File: src/rtl/spi_flash_drive_if.sv
// rtl/spi_flash_drive_if.sv - sequencer/flash-pin bundle for spi_flash_drive
interface spi_flash_drive_if;
  logic       spi_start;
  logic [7:0] spi_cmd;
  logic [7:0] spi_data;
  logic       idel_flag_r;
  logic       w_data_req;
  logic [7:0] rd_data;
  logic       rd_valid;
  logic [7:0] sta_reg;
  logic       busy;
  logic       spi_cs_n;
  logic       spi_sclk;
  logic       spi_mosi;
  logic       spi_miso;

  // Driver side: takes commands and write bytes, drives the flash pins.
  modport master (
    input  spi_start, spi_cmd, spi_data, spi_miso,
    output idel_flag_r, w_data_req, rd_data, rd_valid, sta_reg, busy,
           spi_cs_n, spi_sclk, spi_mosi
  );

  // Sequencer/flash side.
  modport slave (
    output spi_start, spi_cmd, spi_data, spi_miso,
    input  idel_flag_r, w_data_req, rd_data, rd_valid, sta_reg, busy,
           spi_cs_n, spi_sclk, spi_mosi
  );
endinterface

File: src/rtl/spi_flash_drive.sv
// rtl/spi_flash_drive.sv - SPI mode-0 master expanding one flash opcode into a full frame
module spi_flash_drive #(
  parameter int unsigned CLK_DIV    = 2,
  parameter logic [23:0] FLASH_ADDR = 24'h000000,
  parameter int unsigned RW_LEN     = 10,
  parameter int unsigned CS_IDLE    = 4
) (
  input logic               sys_clk,
  input logic               sys_rst,
  spi_flash_drive_if.master bus
);

  typedef enum logic [3:0] {
    IDLE, CS_LOW, CMD, ADDR, WDATA, RDATA, POLL, CS_HIGH, GAP
  } state_t;

  localparam logic [15:0] HALF_LAST = 16'(CLK_DIV - 1);
  localparam logic [15:0] GAP_LAST  = 16'(CS_IDLE - 1);
  localparam logic [8:0]  RW_LAST   = 9'(RW_LEN - 1);

  state_t      state_q, state_d;
  logic [15:0] div_q, div_d;
  logic        sclk_q, sclk_d;
  logic        cs_n_q, cs_n_d;
  logic        mosi_q, mosi_d;
  logic [6:0]  shift_q, shift_d;   // remaining tx bits of the current byte, MSB next
  logic [6:0]  rx_q, rx_d;         // rx bits gathered so far in the current byte
  logic [2:0]  bit_q, bit_d;
  logic [8:0]  byte_q, byte_d;
  logic [7:0]  cmd_q, cmd_d;
  logic        busy_q, busy_d;
  logic        idel_q, idel_d;
  logic        wreq_q, wreq_d;
  logic        rd_valid_q, rd_valid_d;
  logic [7:0]  rd_data_q, rd_data_d;
  logic [7:0]  sta_q, sta_d;

  logic        half_end;
  logic        gap_end;
  logic [7:0]  rx_byte;
  logic        finish;
  logic [7:0]  load_val;

  assign half_end = (div_q == HALF_LAST);
  assign gap_end  = (div_q == GAP_LAST);
  assign rx_byte  = {rx_q, bus.spi_miso};

  assign bus.spi_cs_n    = cs_n_q;
  assign bus.spi_sclk    = sclk_q;
  assign bus.spi_mosi    = mosi_q;
  assign bus.busy        = busy_q;
  assign bus.idel_flag_r = idel_q;
  assign bus.w_data_req  = wreq_q;
  assign bus.rd_valid    = rd_valid_q;
  assign bus.rd_data     = rd_data_q;
  assign bus.sta_reg     = sta_q;

  // Frame sequencing: half-period timing, bit shifting and byte-boundary decisions.
  always_comb begin
    state_d    = state_q;
    div_d      = div_q + 16'd1;
    sclk_d     = sclk_q;
    cs_n_d     = cs_n_q;
    mosi_d     = mosi_q;
    shift_d    = shift_q;
    rx_d       = rx_q;
    bit_d      = bit_q;
    byte_d     = byte_q;
    cmd_d      = cmd_q;
    busy_d     = busy_q;
    idel_d     = 1'b0;
    wreq_d     = 1'b0;
    rd_valid_d = 1'b0;
    rd_data_d  = rd_data_q;
    sta_d      = sta_q;
    finish     = 1'b0;
    load_val   = 8'h00;

    case (state_q)
      IDLE: begin
        div_d = '0;
        if (bus.spi_start) begin
          cmd_d   = bus.spi_cmd;
          busy_d  = 1'b1;
          cs_n_d  = 1'b0;
          mosi_d  = bus.spi_cmd[7];
          shift_d = bus.spi_cmd[6:0];
          bit_d   = 3'd0;
          byte_d  = 9'd0;
          state_d = CS_LOW;
        end
      end

      // Leading low half of bit 0; MOSI already holds the opcode MSB.
      CS_LOW: begin
        if (half_end) begin
          div_d   = '0;
          sclk_d  = 1'b1;
          rx_d    = rx_byte[6:0];
          state_d = CMD;
        end
      end

      CMD, ADDR, WDATA, RDATA, POLL: begin
        if (half_end) begin
          div_d = '0;
          if (!sclk_q) begin
            // Rising edge: sample MISO; a completed byte lands on rd_data or sta_reg.
            sclk_d = 1'b1;
            rx_d   = rx_byte[6:0];
            if (bit_q == 3'd7) begin
              if (state_q == RDATA) begin
                rd_data_d  = rx_byte;
                rd_valid_d = 1'b1;
              end
              if (state_q == POLL) sta_d = rx_byte;
            end
          end else begin
            // Falling edge: present the next bit, or pick the next byte at a boundary.
            sclk_d = 1'b0;
            if (bit_q != 3'd7) begin
              bit_d   = bit_q + 3'd1;
              mosi_d  = shift_q[6];
              shift_d = {shift_q[5:0], 1'b0};
            end else begin
              bit_d = 3'd0;
              case (state_q)
                CMD: begin
                  if (cmd_q == 8'h20 || cmd_q == 8'h02 || cmd_q == 8'h03) begin
                    state_d  = ADDR;
                    byte_d   = 9'd0;
                    load_val = FLASH_ADDR[23:16];
                  end else if (cmd_q == 8'h05) begin
                    state_d = POLL;
                  end else begin
                    finish = 1'b1;
                  end
                end
                ADDR: begin
                  if (byte_q == 9'd2) begin
                    byte_d = 9'd0;
                    if (cmd_q == 8'h02) begin
                      state_d  = WDATA;
                      load_val = bus.spi_data;
                      wreq_d   = 1'b1;
                    end else if (cmd_q == 8'h03) begin
                      state_d = RDATA;
                    end else begin
                      finish = 1'b1;
                    end
                  end else begin
                    byte_d   = byte_q + 9'd1;
                    load_val = (byte_q == 9'd0) ? FLASH_ADDR[15:8] : FLASH_ADDR[7:0];
                  end
                end
                WDATA: begin
                  if (byte_q == RW_LAST) begin
                    finish = 1'b1;
                  end else begin
                    byte_d   = byte_q + 9'd1;
                    load_val = bus.spi_data;
                    wreq_d   = 1'b1;
                  end
                end
                RDATA: begin
                  if (byte_q == RW_LAST) finish = 1'b1;
                  else byte_d = byte_q + 9'd1;
                end
                POLL: begin
                  // Keep polling while the write-in-progress bit is still set.
                  if (!sta_q[0]) finish = 1'b1;
                end
                default: finish = 1'b1;
              endcase
              if (finish) begin
                state_d = CS_HIGH;
                mosi_d  = 1'b0;
              end else begin
                shift_d = load_val[6:0];
                mosi_d  = load_val[7];
              end
            end
          end
        end
      end

      // Trailing low half doubles as CS hold time.
      CS_HIGH: begin
        if (half_end) begin
          div_d   = '0;
          cs_n_d  = 1'b1;
          state_d = GAP;
        end
      end

      GAP: begin
        if (idel_q) begin
          div_d   = '0;
          busy_d  = 1'b0;
          state_d = IDLE;
        end else if (gap_end) begin
          idel_d = 1'b1;
        end
      end

      default: begin
        state_d = IDLE;
        cs_n_d  = 1'b1;
        sclk_d  = 1'b0;
        mosi_d  = 1'b0;
        busy_d  = 1'b0;
      end
    endcase
  end

  // State and output registers; reset abandons any frame in flight.
  always_ff @(posedge sys_clk or posedge sys_rst) begin
    if (sys_rst) begin
      state_q    <= IDLE;
      div_q      <= '0;
      sclk_q     <= 1'b0;
      cs_n_q     <= 1'b1;
      mosi_q     <= 1'b0;
      shift_q    <= '0;
      rx_q       <= '0;
      bit_q      <= '0;
      byte_q     <= '0;
      cmd_q      <= '0;
      busy_q     <= 1'b0;
      idel_q     <= 1'b0;
      wreq_q     <= 1'b0;
      rd_valid_q <= 1'b0;
      rd_data_q  <= '0;
      sta_q      <= '0;
    end else begin
      state_q    <= state_d;
      div_q      <= div_d;
      sclk_q     <= sclk_d;
      cs_n_q     <= cs_n_d;
      mosi_q     <= mosi_d;
      shift_q    <= shift_d;
      rx_q       <= rx_d;
      bit_q      <= bit_d;
      byte_q     <= byte_d;
      cmd_q      <= cmd_d;
      busy_q     <= busy_d;
      idel_q     <= idel_d;
      wreq_q     <= wreq_d;
      rd_valid_q <= rd_valid_d;
      rd_data_q  <= rd_data_d;
      sta_q      <= sta_d;
    end
  end

endmodule

File: src/flat_wrapper.sv
// flat-port wrapper written by rule: the top's interface ports become plain ports
module spi_flash_drive_flat 
#(
  parameter int unsigned CLK_DIV    = 2,
  parameter logic [23:0] FLASH_ADDR = 24'h000000,
  parameter int unsigned RW_LEN     = 10,
  parameter int unsigned CS_IDLE    = 4
)
  (sys_clk, sys_rst, bus_spi_start, bus_spi_cmd, bus_spi_data, bus_spi_miso, bus_idel_flag_r, bus_w_data_req, bus_rd_data, bus_rd_valid, bus_sta_reg, bus_busy, bus_spi_cs_n, bus_spi_sclk, bus_spi_mosi);
  spi_flash_drive_if bus_i ();
  input logic sys_clk;
  input logic sys_rst;
  input wire logic [$bits(bus_i.spi_start)-1:0] bus_spi_start;
  input wire logic [$bits(bus_i.spi_cmd)-1:0] bus_spi_cmd;
  input wire logic [$bits(bus_i.spi_data)-1:0] bus_spi_data;
  input wire logic [$bits(bus_i.spi_miso)-1:0] bus_spi_miso;
  output wire logic [$bits(bus_i.idel_flag_r)-1:0] bus_idel_flag_r;
  output wire logic [$bits(bus_i.w_data_req)-1:0] bus_w_data_req;
  output wire logic [$bits(bus_i.rd_data)-1:0] bus_rd_data;
  output wire logic [$bits(bus_i.rd_valid)-1:0] bus_rd_valid;
  output wire logic [$bits(bus_i.sta_reg)-1:0] bus_sta_reg;
  output wire logic [$bits(bus_i.busy)-1:0] bus_busy;
  output wire logic [$bits(bus_i.spi_cs_n)-1:0] bus_spi_cs_n;
  output wire logic [$bits(bus_i.spi_sclk)-1:0] bus_spi_sclk;
  output wire logic [$bits(bus_i.spi_mosi)-1:0] bus_spi_mosi;
  assign bus_i.spi_start = bus_spi_start;
  assign bus_i.spi_cmd = bus_spi_cmd;
  assign bus_i.spi_data = bus_spi_data;
  assign bus_i.spi_miso = bus_spi_miso;
  assign bus_idel_flag_r = bus_i.idel_flag_r;
  assign bus_w_data_req = bus_i.w_data_req;
  assign bus_rd_data = bus_i.rd_data;
  assign bus_rd_valid = bus_i.rd_valid;
  assign bus_sta_reg = bus_i.sta_reg;
  assign bus_busy = bus_i.busy;
  assign bus_spi_cs_n = bus_i.spi_cs_n;
  assign bus_spi_sclk = bus_i.spi_sclk;
  assign bus_spi_mosi = bus_i.spi_mosi;
  spi_flash_drive #(.CLK_DIV(CLK_DIV), .FLASH_ADDR(FLASH_ADDR), .RW_LEN(RW_LEN), .CS_IDLE(CS_IDLE)) u_core (.sys_clk(sys_clk), .sys_rst(sys_rst), .bus(bus_i));
endmodule
File: config.mk
export PLATFORM = sky130hd
export DESIGN_NAME = spi_flash_drive_flat
export DESIGN_NICKNAME = d
export VERILOG_FILES = /design/src/rtl/spi_flash_drive_if.sv /design/src/rtl/spi_flash_drive.sv /design/src/flat_wrapper.sv
export SDC_FILE = /design/constraint.sdc
export NUM_CORES = 1
export LEC_CHECK = 0
export ABC_CLOCK_PERIOD_IN_PS = 5200
export CAP_MARGIN = 20
export CORE_ASPECT_RATIO = 1.1
export CORE_MARGIN = 2
export CORE_UTILIZATION = 40
export CTS_BUF_LIST = sky130_fd_sc_hd__clkbuf_4
export DETAILED_ROUTE_END_ITERATION = 12
export PLACE_DENSITY_LB_ADDON = 0.12
export SYNTH_ARGS = -nofsm -noshare
export SYNTH_HDL_FRONTEND = slang
export SYNTH_SLANG_ARGS = --single-unit
export TNS_END_PERCENT = 50
File: constraint.sdc
create_clock -name sys_clk -period 5.2 [get_ports sys_clk]
set_input_delay 1.56 -clock sys_clk [delete_from_list [all_inputs] [get_ports sys_clk]]
set_output_delay 1.56 -clock sys_clk [all_outputs]
set_load 0.02 [all_outputs]
==> results.md, run 1 <==
* Largest registers: u_core.div_q (16), u_core.byte_q (9)
* DRC at 0
* Vias at around 3100
* Share of layout cells above drive strength 1 at 0.151
* Worst-skew pair later-pin latency at 0.43 ns
* Fin crit period at 3.32 ns
* RSZ-0062 raised after global routing: no
* Cell Area, Placed at 0.00460 mm²
* # hold bufs at CTS at 0
* Cell count after synthesis at 393
* Vias in the first global route at between 3000 and 4000
* FP Rows at 38
* Met1 wire length at roughly 4400 µm
* Crit-path cells: clkdlybuf4s50_1 > nand2_1 > o21ai_0 > nand2_1 > or2_0 > o31ai_1
* Die ar. at 0.0110 mm²
* Seq. cell area at ~0.0019 mm²
* Initial Util at 0.412
* Worst Path Required at roughly 5.5 ns
* Mean post-synth cell area at 10.4 µm²
* Core footprint at approximately 0.0099 mm²
* Largest net degree at the start of global routing at 41
* Syn-to-layout area delta at 15.5%
* Top routing layer used: met4
* Flop and latch count out of synthesis at 77
* Iter 0 DRT Violations at approximately 210
* Clock Path Buffers at 2
* Die Height at 110 µm
* Hpwl dp at ~6400 µm
* Final Hold Fails at 0
* Area of the multi-input gates at 0.00202 mm²
* Max reg flops at 16
* First drt pass iteration count at 4
* CTS Buf Count at 9
* Largest Register: u_core.div_q
* Top_reg_cell synth: dfrtp_1
* Most frequent cells in the layout: 76 x dfrtp_1, 43 x nor2_1, 42 x clkdlybuf4s50_1
* Design area at 0.00471 mm²
* Post-DR vias/cell at 5.56
* Ant diodes at 0
* Routed Antenna Nets at 0
* Power per cell area at 474 mW/mm²
* Post-synth cell types at 63
* Crit path kind: in -> reg
* Final period util at 0.638
* Final WL at approximately 9400 µm
* Yosys warns at 0
* Max Cap Viol at 0
* Ys async rst share at 1.00
* Slew headroom at 0.464
* Post_cts resized at 0
* Final Max Slew Viols at 0
* Die Width at about 100 µm
* Final Net Count at 458
* IO Pins at 43
* Slew @ Worst Pin at between 0.7 and 0.8 ns
* Synthesized net count at 420
* Wire length per cell at 16.8 µm
* Most area-consuming cells after synthesis: dfrtp_1 47%, mux2_2 8.3%, nor2_1 4.0%
* Peak VDD IR at between 0.00015 and 0.0002 V
* Post-synth EDFFs at 0
* FMAX at between 300 and 400 MHz
* H-tree levels at 3
* Final setup vio count at 0
* CP startpoint kind: primary input
* Global-route wire length before repair at approximately 16000 µm
* Register area share after synthesis at 0.473
* Crit end category: flip-flop
* Clock root buffer: clkbuf_4
* Status: finished, final reports clean
* Worst Path Arrival at roughly 3.7 ns
* GRT Util Overall at 0.184
* Grt ovf at 0
* Yosys top cell by area: dfrtp_1
* Antenna violations before repair at 0
* Fill count at 962
* Commonest non-fill, non-tap cell in the layout: dfrtp_1
* Clock slew at reported path FFs at between 0.1 and 0.15 ns
* Max Clock Skew at about 0.018 ns
* Post-CTS Setup Inserts at 0
* CTS tree: done
* Sum Neg Setup Slack at 0 ns
* CP max stage delay at 0.53 ns
* I/O Buffers at 42
* Area share of the largest cell type after synthesis at 0.467
* Slowest-stage cell, CP: clkdlybuf4s50_1
* CP max FO at 11
* RePlAce Congestion at between 0.8 and 0.9
* Post-Syn Area at 0.00408 mm²
* CTS sink cnt at 77
* CP dominant cell by count: nand2_1
* Met3 Wirelength at roughly 430 µm
* Metal2 WL at 4440 µm
* Hold Path Class: reg -> reg
* Pleak at just over 2 nW
-- cell type report --
type,instances,share of cell area
well taps,120,0.0319
flip-flops and latches,77,0.410
multi-input cells,286,0.428
clock buffers,11,0.0175
clock inverters,5,0.00638
repair buffers,45,0.0967
inverters,12,0.00957
-- per-layer routing --
metal | vias up | track usage
met4 | 0 | 0.0626
met2 | 56 | 0.299
met3 | 4 | 0.0528
li1 | 1514 | -
met5 | - | 0
met1 | 1520 | 0.238
-- critical path: cells and delay by family --
kind / cells / cell delay, ns
simple gates: 3 / 1.01
compound gates: 2 / 0.55
buf+inv: 1 / 0.53
-- path summary, 6_finish.rpt --
check                           slack (ns)  cells past startpoint                   from                     to
worst min register to register        0.52                      1  u_core.bus.sta_reg[7]  u_core.bus.sta_reg[7]
max in group asynchronous             2.86                      4                sys_rst    u_core.bus.spi_cs_n
min in group asynchronous             1.39                      2                sys_rst       u_core.div_q[11]
worst max register to register        2.00                      6      u_core.state_q[0]       u_core.byte_q[7]
worst min-delay path                  0.52                      1  u_core.bus.sta_reg[7]  u_core.bus.sta_reg[7]
worst max-delay path                  1.88                      6          bus_spi_start       u_core.byte_q[7]
-- logic make-up (layout without fill, tap and decap cells) --
family          count (synthesis)  in the layout  share of synthesized area
simple gates                  148            148                      0.199
compound gates                 77             77                      0.128
flops                          77             77                      0.473
mux                            40             40                      0.116
buf+inv                        30             73                     0.0322
xor+xnor                       14             14                     0.0301
fa+ha+maj                       7              7                     0.0215
-- Yosys cell counts (all sizes together), types with 4 or more instances --
| cell type | n |
|---|---|
| dfrtp | 76 |
| nor2 | 43 |
| mux2 | 38 |
| o21ai | 33 |
| and3 | 14 |
| nand2 | 14 |
| clkbuf | 13 |
| nor3 | 12 |
| inv | 11 |
| nand3 | 11 |
| xnor2 | 9 |
| a221o | 8 |
| nand2b | 8 |
| a21oi | 7 |
| ha | 7 |
| nand4 | 7 |
| nor2b | 7 |
| a31oi | 5 |
| buf | 5 |
| nor4 | 5 |
| nor4b | 5 |
| o31ai | 5 |
| xor2 | 5 |
| or3 | 4 |
-- metrics by stage --
| stage | cells | setup slack [ns] | util | total power, mW | hold slack (ns) |
|---|---|---|---|---|---|
| after floorplan | 393 | 1.67 | - | 1.67 | 0.469 |
| after global placement | 539 | 1.46 | 0.463 | 1.90 | 0.476 |
| after detailed placement | 540 | 1.40 | 0.465 | 1.93 | 0.487 |
| after CTS | 556 | 1.89 | 0.476 | 2.25 | 0.518 |
| after global routing | 556 | 1.60 | 0.476 | 2.43 | 0.543 |
| final | 556 | 1.88 | 0.476 | 2.23 | 0.515 |
-- power by group --
group          internal [mW]  switching (mW)  total, mW
Combinational          0.455           0.529      0.985
Sequential             0.745           0.185      0.929
Clock                  0.107           0.212      0.319
Total                   1.31           0.926       2.23
(Power assumes the default switching activity.)
==> run 2: changes to the inputs <==
--- a/config.mk
+++ b/config.mk
@@ -5,7 +5,7 @@
 export SDC_FILE = /design/constraint.sdc
 export NUM_CORES = 1
 export LEC_CHECK = 0
-export ABC_CLOCK_PERIOD_IN_PS = 5200
+export ABC_CLOCK_PERIOD_IN_PS = 3100
 export CAP_MARGIN = 20
 export CORE_ASPECT_RATIO = 1.1
 export CORE_MARGIN = 2
==> constraint.sdc (replaced) <==
create_clock -name sys_clk -period 3.1 [get_ports sys_clk]
set_input_delay 0.93 -clock sys_clk [delete_from_list [all_inputs] [get_ports sys_clk]]
set_output_delay 0.93 -clock sys_clk [all_outputs]
set_load 0.02 [all_outputs]
==> results.md, run 2 (synthesized netlist as in run 1, its figures left out) <==
* Core footprint at between 0.009 and 0.01 mm²
* FF-to-FF End: u_core.bus.spi_mosi
* Slew headroom at 0.428
* Hpwl dp at around 6600 µm
* CP max FO at 9
* Max reg flops at 16
* Iter 0 DRT Violations at about 170
* Cell Area, Placed at around 0.0047 mm²
* CTS Buf Count at 9
* Max Cap Viol at 0
* I/O Buffers at 42
* Final period util at 0.878
* FF-to-FF path depth at 6
* RePlAce Congestion at around 0.85
* Final std cells w/o fill at between 500 and 600
* Vias at around 3200
* Pleak at roughly 2.1 nW
* Crit path kind: reg -> reg
* Share of layout cells above drive strength 1 at 0.172
* Largest net degree at the start of global routing at 31
* Most frequent cells in the layout: 76 x dfrtp_1, 43 x nor2_1, 42 x clkdlybuf4s50_1
* Flop-to-flop setup slack at between 0.3 and 0.4 ns
* Antenna violations before repair at 0
* Clock Path Buffers at 2
* Hold Crit Depth at 1
* Die Width at between 100 and 150 µm
* CTS tree: done
* Clock slew at reported path FFs at roughly 0.14 ns
* Initial Util at 0.412
* Hold path start: u_core.shift_q[0]
* Final Hold Fails at 0
* Fin crit period at ~2.7 ns
* First drt pass iteration count at 4
* Hold Path Class: reg -> reg
* Dpl ws at roughly 0.17 ns
* Syn-to-layout area delta at 19.1%
* Post_cts resized at 0
* Crit end category: flip-flop
* Post-DR vias/cell at 5.65
* Worst Path Required at 3.45 ns
* DP Cell Count at ~550
* Max Clock Skew at between 0.02 and 0.03 ns
* Final Net Count at between 400 and 500
* Final setup vio count at 0
* Largest registers: u_core.div_q (16), u_core.byte_q (9)
* H-tree levels at 3
* Fill count at roughly 950
* GRT Util Overall at 0.187
* # hold bufs at CTS at 0
* Grt ovf at 0
* IO Pins at between 40 and 50
* Status: finished, final reports clean
* Power Total at slightly above 4 mW
* Design area at 0.00485 mm²
* DRC at 0
* Hold EP: u_core.shift_q[0]
* Global-route wire length before repair at roughly 16000 µm
* Post-CTS Setup Inserts at 0
* Critical path launch point: u_core.cmd_q[3]
* Routed Antenna Nets at 0
* Vias in the first global route at 3233
* Power per cell area at between 800 and 900 mW/mm²
* Peak VDD IR at 0.000338 V
* Wire length per cell at about 17 µm
* CTS sink cnt at 77
* Largest Register: u_core.div_q
* RR Startpoint: u_core.cmd_q[3]
* Final WL at around 9500 µm
* Worst-skew pair later-pin latency at approximately 0.44 ns
* Sum Neg Setup Slack at 0 ns
* Ant diodes at 0
* Hold slack final at slightly above 0.5 ns
* Commonest non-fill, non-tap cell in the layout: dfrtp_1
* Die ar. at 0.0110 mm²
* Die Height at between 100 and 150 µm
* Final WS setup at 0.378 ns
* Slew @ Worst Pin at 0.852 ns
* RSZ-0062 raised after global routing: no
* CP startpoint kind: flip-flop
* FMAX at roughly 370 MHz
* Post-Route Utilization at 0.491
* FP Rows at 38
* Clock root buffer: clkbuf_4
* Worst Path Arrival at about 3 ns
* Final Max Slew Viols at 0
[run 2: report_power, final]
group	switching, mW	total (mW)	internal, mW	leakage, nW
Sequential	0.240	1.49	1.25	1.00
Combinational	0.974	1.81	0.841	1.01
Clock	0.387	0.716	0.330	0.0806
Total	1.60	4.02	2.42	2.10
[run 2: per-layer routing]
metal	GRT usage	routed length (µm)	up-vias
li1	-	-	1536
met1	0.262	4450	1571
met2	0.298	4490	88
met3	0.0350	467	10
met4	0.0538	112	0
met5	0	0	-
[run 2: how the worst max path moves through the flow]
stage,end,slack [ns]
2_1_floorplan,u_core.bit_q[0],0.20
3_5_place_dp,u_core.state_q[0],0.17
5_1_grt,u_core.byte_q[8],0.1
6_report,u_core.bus.spi_mosi,0.38
4_1_cts,u_core.bus.spi_mosi,0.31
3_3_place_gp,u_core.state_q[0],0.22
[run 2: cell type report]
class                      count  area (µm²)  area share
timing repair buffer          56         551       0.113
inverter                      12        45.0     0.00928
clock inverter                 7        96.3      0.0198
tap                          120         150      0.0309
multi-input combinational    286        2020       0.415
sequential                    77        1930       0.397
clock buffer                   9        67.6      0.0139
[run 2: worst max-delay path: stages, from the launching register on]
cell and delay, ns:
dfrtp_1 0.41, or4_1 0.64, nor3_1 0.30, nand4_1 0.13
o21ai_1 0.69, a222oi_1 0.22, a31oi_1 0.23
==> run 3: changes to the inputs <==
--- a/config.mk
+++ b/config.mk
@@ -11,6 +11,7 @@
 export CORE_MARGIN = 2
 export CORE_UTILIZATION = 40
 export CTS_BUF_LIST = sky130_fd_sc_hd__clkbuf_4
+export CTS_CLUSTER_SIZE = 8
 export DETAILED_ROUTE_END_ITERATION = 12
 export PLACE_DENSITY_LB_ADDON = 0.12
 export SYNTH_ARGS = -nofsm -noshare
==> results of run 3 <==
The final DEF is identical to that of run 2; final timing and power are the same.
